===== config.mk =====
export PLATFORM = sky130hd
export DESIGN_NAME = x3_serial_adder
export DESIGN_NICKNAME = d
export VERILOG_FILES = /design/src/rtl/x3_pkg.sv /design/src/rtl/x3_digit_add.sv /design/src/rtl/x3_serial_adder.sv
export SDC_FILE = /design/constraint.sdc
export NUM_CORES = 1
export LEC_CHECK = 0
export BUFFER_PORTS_ARGS = -buffer_cell sky130_fd_sc_hd__buf_2
export CAP_MARGIN = 20
export CORE_UTILIZATION = 50
export CTS_BUF_LIST = sky130_fd_sc_hd__clkbuf_8
export DETAILED_ROUTE_END_ITERATION = 6
export PLACE_DENSITY = 0.72
export RECOVER_POWER = 25
export REMOVE_ABC_BUFFERS = 1
export SYNTH_ARGS = -nofsm -noshare
export SYNTH_HDL_FRONTEND = slang
export SYNTH_HIERARCHICAL = 1
export SYNTH_SLANG_ARGS = --single-unit

===== constraint.sdc =====
create_clock -name clk -period 2.5 [get_ports clk]
set_input_delay 0.375 -clock clk [delete_from_list [all_inputs] [get_ports clk]]
set_output_delay 0.375 -clock clk [all_outputs]
set_load 0.01 [all_outputs]

===== src/rtl/x3_pkg.sv =====
// Shared constants, FSM state type and digit-validity helper for the
// excess-3 serial adder.
package x3_pkg;

  localparam logic [3:0] XS3_BIAS = 4'd3;
  localparam logic [3:0] XS3_MIN  = 4'd3;
  localparam logic [3:0] XS3_MAX  = 4'd12;

  typedef enum logic [1:0] {
    IDLE = 2'd0,
    RUN  = 2'd1,
    DONE = 2'd2
  } state_t;

  function automatic logic xs3_valid(input logic [3:0] digit);
    return (digit >= XS3_MIN) && (digit <= XS3_MAX);
  endfunction

endpackage


===== src/rtl/x3_digit_add.sv =====
// Combinational single-digit excess-3 add: binary sum, then re-bias by +3
// on decimal carry or -3 otherwise (mod-16 wrap for out-of-range digits).
module x3_digit_add
  import x3_pkg::*;
(
  input  logic [3:0] a,
  input  logic [3:0] b,
  input  logic       ci,
  output logic [3:0] x,
  output logic       co,
  output logic       bad
);

  logic [4:0] sum;

  always_comb begin
    sum = {1'b0, a} + {1'b0, b} + {4'b0, ci};
    co  = sum[4];
    x   = co ? (sum[3:0] + XS3_BIAS) : (sum[3:0] - XS3_BIAS);
    bad = !xs3_valid(a) || !xs3_valid(b);
  end

endmodule


===== src/rtl/x3_serial_adder.sv =====
// Multi-digit excess-3 adder, one digit per clock LSD first, with
// valid/ready handshakes on operand and result sides.
module x3_serial_adder
  import x3_pkg::*;
#(
  parameter int NDIG = 4
) (
  input  logic              clk,
  input  logic              rst,
  input  logic              in_valid,
  output logic              in_ready,
  input  logic [4*NDIG-1:0] a,
  input  logic [4*NDIG-1:0] b,
  input  logic              cin,
  output logic              out_valid,
  input  logic              out_ready,
  output logic [4*NDIG-1:0] x,
  output logic              cout,
  output logic              err,
  output logic              busy
);

  localparam int W  = 4 * NDIG;
  localparam int CW = (NDIG > 1) ? $clog2(NDIG) : 1;
  localparam logic [CW-1:0] LAST = CW'(NDIG - 1);

  state_t        state_q, state_d;
  logic [CW-1:0] cnt_q, cnt_d;
  logic          carry_q, carry_d;
  logic          err_q, err_d;
  logic [W-1:0]  a_sh_q, a_sh_d;
  logic [W-1:0]  b_sh_q, b_sh_d;
  logic [W-1:0]  x_q, x_d;

  logic [3:0]    dig_x;
  logic          dig_co;
  logic          dig_bad;
  logic [W-1:0]  a_shifted, b_shifted, x_shifted;

  x3_digit_add u_digit (
    .a   (a_sh_q[3:0]),
    .b   (b_sh_q[3:0]),
    .ci  (carry_q),
    .x   (dig_x),
    .co  (dig_co),
    .bad (dig_bad)
  );

  // Operands drain from the bottom; results enter from the top so that
  // after NDIG shifts digit 0 lands in [3:0].
  generate
    if (NDIG == 1) begin : g_one
      assign a_shifted = '0;
      assign b_shifted = '0;
      assign x_shifted = dig_x;
    end else begin : g_multi
      assign a_shifted = {4'b0, a_sh_q[W-1:4]};
      assign b_shifted = {4'b0, b_sh_q[W-1:4]};
      assign x_shifted = {dig_x, x_q[W-1:4]};
    end
  endgenerate

  always_comb begin
    state_d = state_q;
    cnt_d   = cnt_q;
    carry_d = carry_q;
    err_d   = err_q;
    a_sh_d  = a_sh_q;
    b_sh_d  = b_sh_q;
    x_d     = x_q;
    unique case (state_q)
      IDLE: begin
        if (in_valid) begin
          a_sh_d  = a;
          b_sh_d  = b;
          carry_d = cin;
          cnt_d   = '0;
          err_d   = 1'b0;
          state_d = RUN;
        end
      end
      RUN: begin
        x_d     = x_shifted;
        carry_d = dig_co;
        a_sh_d  = a_shifted;
        b_sh_d  = b_shifted;
        err_d   = err_q | dig_bad;
        if (cnt_q == LAST) begin
          state_d = DONE;
        end else begin
          cnt_d = cnt_q + 1'b1;
        end
      end
      DONE: begin
        if (out_ready) begin
          state_d = IDLE;
        end
      end
      default: state_d = IDLE;
    endcase
  end

  always_ff @(posedge clk) begin
    if (rst) begin
      state_q <= IDLE;
      cnt_q   <= '0;
      carry_q <= 1'b0;
      err_q   <= 1'b0;
      a_sh_q  <= '0;
      b_sh_q  <= '0;
      x_q     <= '0;
    end else begin
      state_q <= state_d;
      cnt_q   <= cnt_d;
      carry_q <= carry_d;
      err_q   <= err_d;
      a_sh_q  <= a_sh_d;
      b_sh_q  <= b_sh_d;
      x_q     <= x_d;
    end
  end

  assign in_ready  = (state_q == IDLE) && !rst;
  assign out_valid = (state_q == DONE);
  assign busy      = (state_q == RUN) || (state_q == DONE);
  assign x         = x_q;
  assign cout      = carry_q;
  assign err       = err_q;

endmodule


==> metrics.txt, run 1 <==
post-CTS sizing 0; Syn. warnings 6; Post-Route WL 4830 µm; Ports 58; Max Cap Viol 0; core box area 5140 µm²; TritonCTS buffer count 5; EDFF count, synth 0; Fillers 507; mux cell area share after synthesis 16.4%; Static Leak 1.24 nW; die width 75.3 µm; Worst setup SP type flop; Synth area leader dfxtp_1; row count 26; CTS HTree Levels 2; fmax 0.434 GHz; worst min path class input pin to flop; setup violators final 0; DP Cell Count 389; First-pass DRT Iterations 4; adder-cell share of the synthesized area 7.03%; Post-synth top flop dfxtp_1; area grow syn2layout 15.5%; Post-Place Setup Slack 0.151 ns; CTS tree built; global-route wire length before repair 7630 µm; Die H 75.3 µm; run status finished, final reports clean; drt wl/cell 12.2 µm; asr flop ratio synth 0%; post-synthesis sequential area ratio 40.2%; top post-synthesis cells by area dfxtp_1, mux2i_1, nor2_1; Slew @ Worst Pin 0.957 ns; synthesized cell area 2690 µm²; clk root buf clkbuf_8; post-synth top area share 40.2%; Clock Latency Late Sink 0.30 ns; Initial Util 52.3%; HPWL after detailed placement 3340 µm; Post-route DRC 0; Post-synth top cells dfxtp_1, nor2_1, mux2i_1; max_slew headroom 34.4%; CTS Hold Bufs 0; DR iter-0 viols 123; Peak VDD IR 0.575 mV; Clock Skews 0.00448 ns; largest net degree at the start of global routing 60; cell with the most instances after synthesis dfxtp_1; Placer Congestion 0.765; Slew Viols, Final 0; unrepaired setup endpoints after global routing false; post-synthesis compound-gate area fraction 15.5%; Syn Inst Count 277; CP max FO 4; clock input transition at the sequential cells of the worst setup and hold paths 0.09 ns; ANT cells 0; CTS Sinks 54; Max clock buf depth 2; post-route non-filler standard cell count 396; fin crit period 2.31 ns; GRT Residual Overflow 0; critical path class flop to flop; WP data required 2.69 ns; fin crit share 92.2%; Final ANT Viol Nets 0; total number of vias 2080; Synth Register Bits 54; endpoints failing hold 0; Critical Path AT 2.49 ns; PnR worst setup slack 0.195 ns; vias in the first global route 1821; setup bufs post-CTS 0; Vias/cell 5.25; CP endpoint kind flop; Post-Synth XOR/XNOR Area 1.63%; share of layout cells above drive strength 1 20.9%; Final #Nets 376; syn_area_per_cell 9.70 µm²; initial antenna violation count 0; Total GRT Usage 17.5%; port buffer count 57; pwr/cell area 1130 nW/µm²; Cell variety after synth 39; die area 5670 µm²; largest family of logic cells by synthesized area multiplexers; Simple-Gate Fraction of Synth Area 13.9%
## cells in the final DEF, fill, tap and decap left out, types with 10 or more instances in the layout
| master | Yosys | layout |
|---|---|---|
| a211oi_1 | 16 | 16 |
| a211oi_2 | 10 | 10 |
| a21oi_1 | 14 | 14 |
| buf_2 | 8 | 39 |
| clkbuf_1 | 7 | 18 |
| dfxtp_1 | 54 | 52 |
| ha_1 | 11 | 10 |
| mux2i_1 | 43 | 43 |
| nand3b_1 | 10 | 10 |
| nor2_1 | 45 | 45 |
## per-layer routing
metal,track usage [%],part of all wire (%),vias to the layer above
met5,0,0,-
met4,6.38,1.8,0
met3,4.50,3.2,7
met2,30.1,48,34
met1,21.3,47,966
li1,-,-,1073
## final cells by class
| type | count | area, µm² | share of cell area (%) |
|---|---|---|---|
| multi-input cells | 195 | 1470 | 47.3 |
| flip-flops and latches | 54 | 1080 | 34.9 |
| repair buffers | 61 | 318 | 10.2 |
| well taps | 70 | 87.6 | 2.82 |
| clock buffers | 6 | 82.6 | 2.66 |
| inverters | 9 | 33.8 | 1.09 |
| clock inverters | 1 | 30.0 | 0.968 |
## path summary, 6_finish.rpt
kind	start	to	slack [ns]	depth (start not counted)
min reg2reg	a_sh_q[14]	a_sh_q[14]	0.46	2
max	cout	x[15]	0.19	10
max reg2reg	cout	x[15]	0.19	10
min	a[12]	a_sh_q[12]	0.33	3
## sequential cells by signal, indices dropped and copies added, names as in the netlist
register and flops:
a_sh_q 16, cout 1, state_q 2, b_sh_q 16, cnt_q 2, x 16
err 1
## per-stage QoR
stage               total power [W]  util, %  TNS (ns)  hold slack [ns]  area [µm²]
CTS                         0.00356     60.8         0            0.319        3120
global placement            0.00293     58.6         0            0.438        3010
finish                      0.00352     60.4         0            0.328        3100
global route                0.00379     60.4         0            0.328        3100
floorplan                   0.00261        -    -31.17            0.425        2580
detailed placement          0.00297     58.6         0            0.446        3010
## power breakdown
part / total, W / internal [W] / switching, W
Combinational: 0.00168 / 0.000779 / 0.000906
Sequential: 0.00124 / 0.00109 / 0.000152
Clock: 0.000592 / 0.000321 / 0.000272
Total: 0.00352 / 0.00219 / 0.00133
## worst max-delay path: stages, from the launching register on
cell	delay, ns
dfxtp_1	0.38
fa_1	0.21
inv_1	0.06
fa_1	0.42
nand2b_1	0.18
a21o_4	0.22
ha_1	0.33
a21oi_2	0.14
xnor2_1	0.07
mux2i_1	0.14
nor2_1	0.05
## cell families (layout without fill, tap and decap cells)
| family | count (synthesis) | after routing |
|---|---|---|
| AOI/OAI and AO/OA | 53 | 53 |
| muxes | 44 | 44 |
| DFF | 54 | 54 |
| and+or+nand+nor | 79 | 79 |
| adders and majority gates | 14 | 14 |
| xor gates and xnor gates | 5 | 5 |
| buffers and inverters | 28 | 77 |
(Power assumes the default switching activity.)
==> run 2, diff against run 1 <==
--- a/config.mk
+++ b/config.mk
@@ -7,10 +7,12 @@
 export LEC_CHECK = 0
 export BUFFER_PORTS_ARGS = -buffer_cell sky130_fd_sc_hd__buf_2
 export CAP_MARGIN = 20
-export CORE_UTILIZATION = 50
+export CELL_PAD_IN_SITES_DETAIL_PLACEMENT = 2
+export CELL_PAD_IN_SITES_GLOBAL_PLACEMENT = 2
+export CORE_UTILIZATION = 34
 export CTS_BUF_LIST = sky130_fd_sc_hd__clkbuf_8
 export DETAILED_ROUTE_END_ITERATION = 6
-export PLACE_DENSITY = 0.72
+export PLACE_DENSITY = 0.79
 export RECOVER_POWER = 25
 export REMOVE_ABC_BUFFERS = 1
 export SYNTH_ARGS = -nofsm -noshare
==> run 2 against run 1 <==
Largest cell class unchanged. Combinational power up 8%. Cell area grew 0.48%. Via count grew 3.2%. Critical path depth grew 1. Setup slack gained 0.014 ns. Non-clock buffer count rose by 1. Sequential share of layout area down 0.17 points.
==> metrics.txt, run 2 (synthesized netlist as in run 1, its figures left out) <==
post-CTS sizing 0; Critical Path AT 2.48 ns; Final TNS setup 0 ns; Max clock buf depth 2; Ports 58; fin crit period 2.29 ns; core box area 7690 µm²; row count 32; reg2reg path depth 11; share of layout cells above drive strength 1 21.1%; Final #Nets 377; Clock Latency Late Sink 0.30 ns; worst hold endpoint b_sh_q[15]; Placer Congestion 0.706; fin crit share 91.7%; vias in the first global route 2149; Final ANT Viol Nets 0; Worst setup SP type flop; GRT Residual Overflow 0; RR Startpoint cout; CTS Sinks 54; Post-Route WL 6160 µm; DR iter-0 viols 56; initial antenna violation count 0; clock input transition at the sequential cells of the worst setup and hold paths 0.09 ns; max_slew headroom 65.9%; drt wl/cell 14.4 µm; CTS Hold Bufs 0; pwr/cell area 1120 nW/µm²; run status finished, final reports clean; TritonCTS buffer count 5; most frequent cells in the layout dfxtp_1, nor2_1, mux2i_1; worst min path class input pin to flop; Die H 90.9 µm; Slew Viols, Final 0; DP Cell Count 422; unrepaired setup endpoints after global routing false; die width 90.9 µm; Hold Path Depth 3; CP max FO 4; commonest non-fill, non-tap cell in the layout dfxtp_1; CTS HTree Levels 2; post-placement cell area 3060 µm²; die area 8260 µm²; setup violators final 0; Total GRT Usage 15.1%; fmax 0.436 GHz; Static Leak 1.24 nW; total number of vias 2147; Hold WS 0.339 ns; Finished Core Util 40.6%; First-pass DRT Iterations 4; hold path start b[15]; port buffer count 57; final instance area 3120 µm²; Max Cap Viol 0; area grow syn2layout 16.0%; R2R Setup Slk 0.21 ns; CP endpoint kind flop; Clock Skews 0.00388 ns; global-route wire length before repair 10200 µm; ANT cells 0; R2R Path End x[14]; Post-route DRC 0; largest net degree at the start of global routing 50; Vias/cell 5.00; critical path class flop to flop; CTS tree built; HPWL after detailed placement 4380 µm; post-route non-filler standard cell count 429; clk root buf clkbuf_8; Slew @ Worst Pin 0.497 ns; WP data required 2.69 ns; endpoints failing hold 0; Peak VDD IR 0.397 mV; Initial Util 35.0%; setup bufs post-CTS 0
run 2: worst max path at each step:
stage	start	endpoint	slack [ns]	cells past startpoint
after floorplan	state_q[1]	a_sh_q[10]	-0.89	5
after global placement	a_sh_q[0]	x[15]	0.21	10
after detailed placement	a_sh_q[0]	x[14]	0.09	11
after CTS	a_sh_q[0]	x[14]	0.05	11
after global routing	cout	x[14]	0.05	11
final	cout	x[14]	0.21	11
run 2: metal layers:
| metal | vias up | track usage (%) | share of wire, % |
|---|---|---|---|
| li1 | 1070 | - | - |
| met5 | - | 0 | 0 |
| met3 | 5 | 1.77 | 2.2 |
| met4 | 0 | 3.97 | 0.83 |
| met2 | 28 | 26.5 | 50 |
| met1 | 1044 | 19.7 | 47 |
run 2: report_power, final:
part | total (W) | leakage [nW] | internal [W] | switching (W)
Combinational | 0.00181 | 0.747 | 0.000811 | 0.000996
Clock | 0.000450 | 0.0466 | 0.000186 | 0.000264
Sequential | 0.00125 | 0.444 | 0.00109 | 0.000161
Total | 0.00350 | 1.24 | 0.00208 | 0.00142
run 2: cell type report:
cell class	count	area, µm²
fill	868	4570
multi-input combinational	195	1470
sequential	54	1080
timing repair buffer	62	327
tap	102	128
clock buffer	5	68.8
inverter	9	33.8
clock inverter	2	7.51
run 2: worst max-delay path, stage by stage, from the launching register on:
cell and delay (ns):
dfxtp_1 0.38, fa_1 0.21, inv_1 0.06, fa_2 0.37, nand2b_1 0.17, a21o_4 0.22, xnor2_1 0.13, ha_1 0.18
a21oi_1 0.16, xnor2_1 0.09, mux2i_1 0.15, nor2_1 0.05
run 2: per-stage QoR:
stage | power [W] | setup WS, ns
floorplan | 0.00261 | -0.887
global placement | 0.00300 | 0.205
detailed placement | 0.00311 | 0.0907
CTS | 0.00358 | 0.0497
global route | 0.00380 | 0.0527
finish | 0.00350 | 0.208
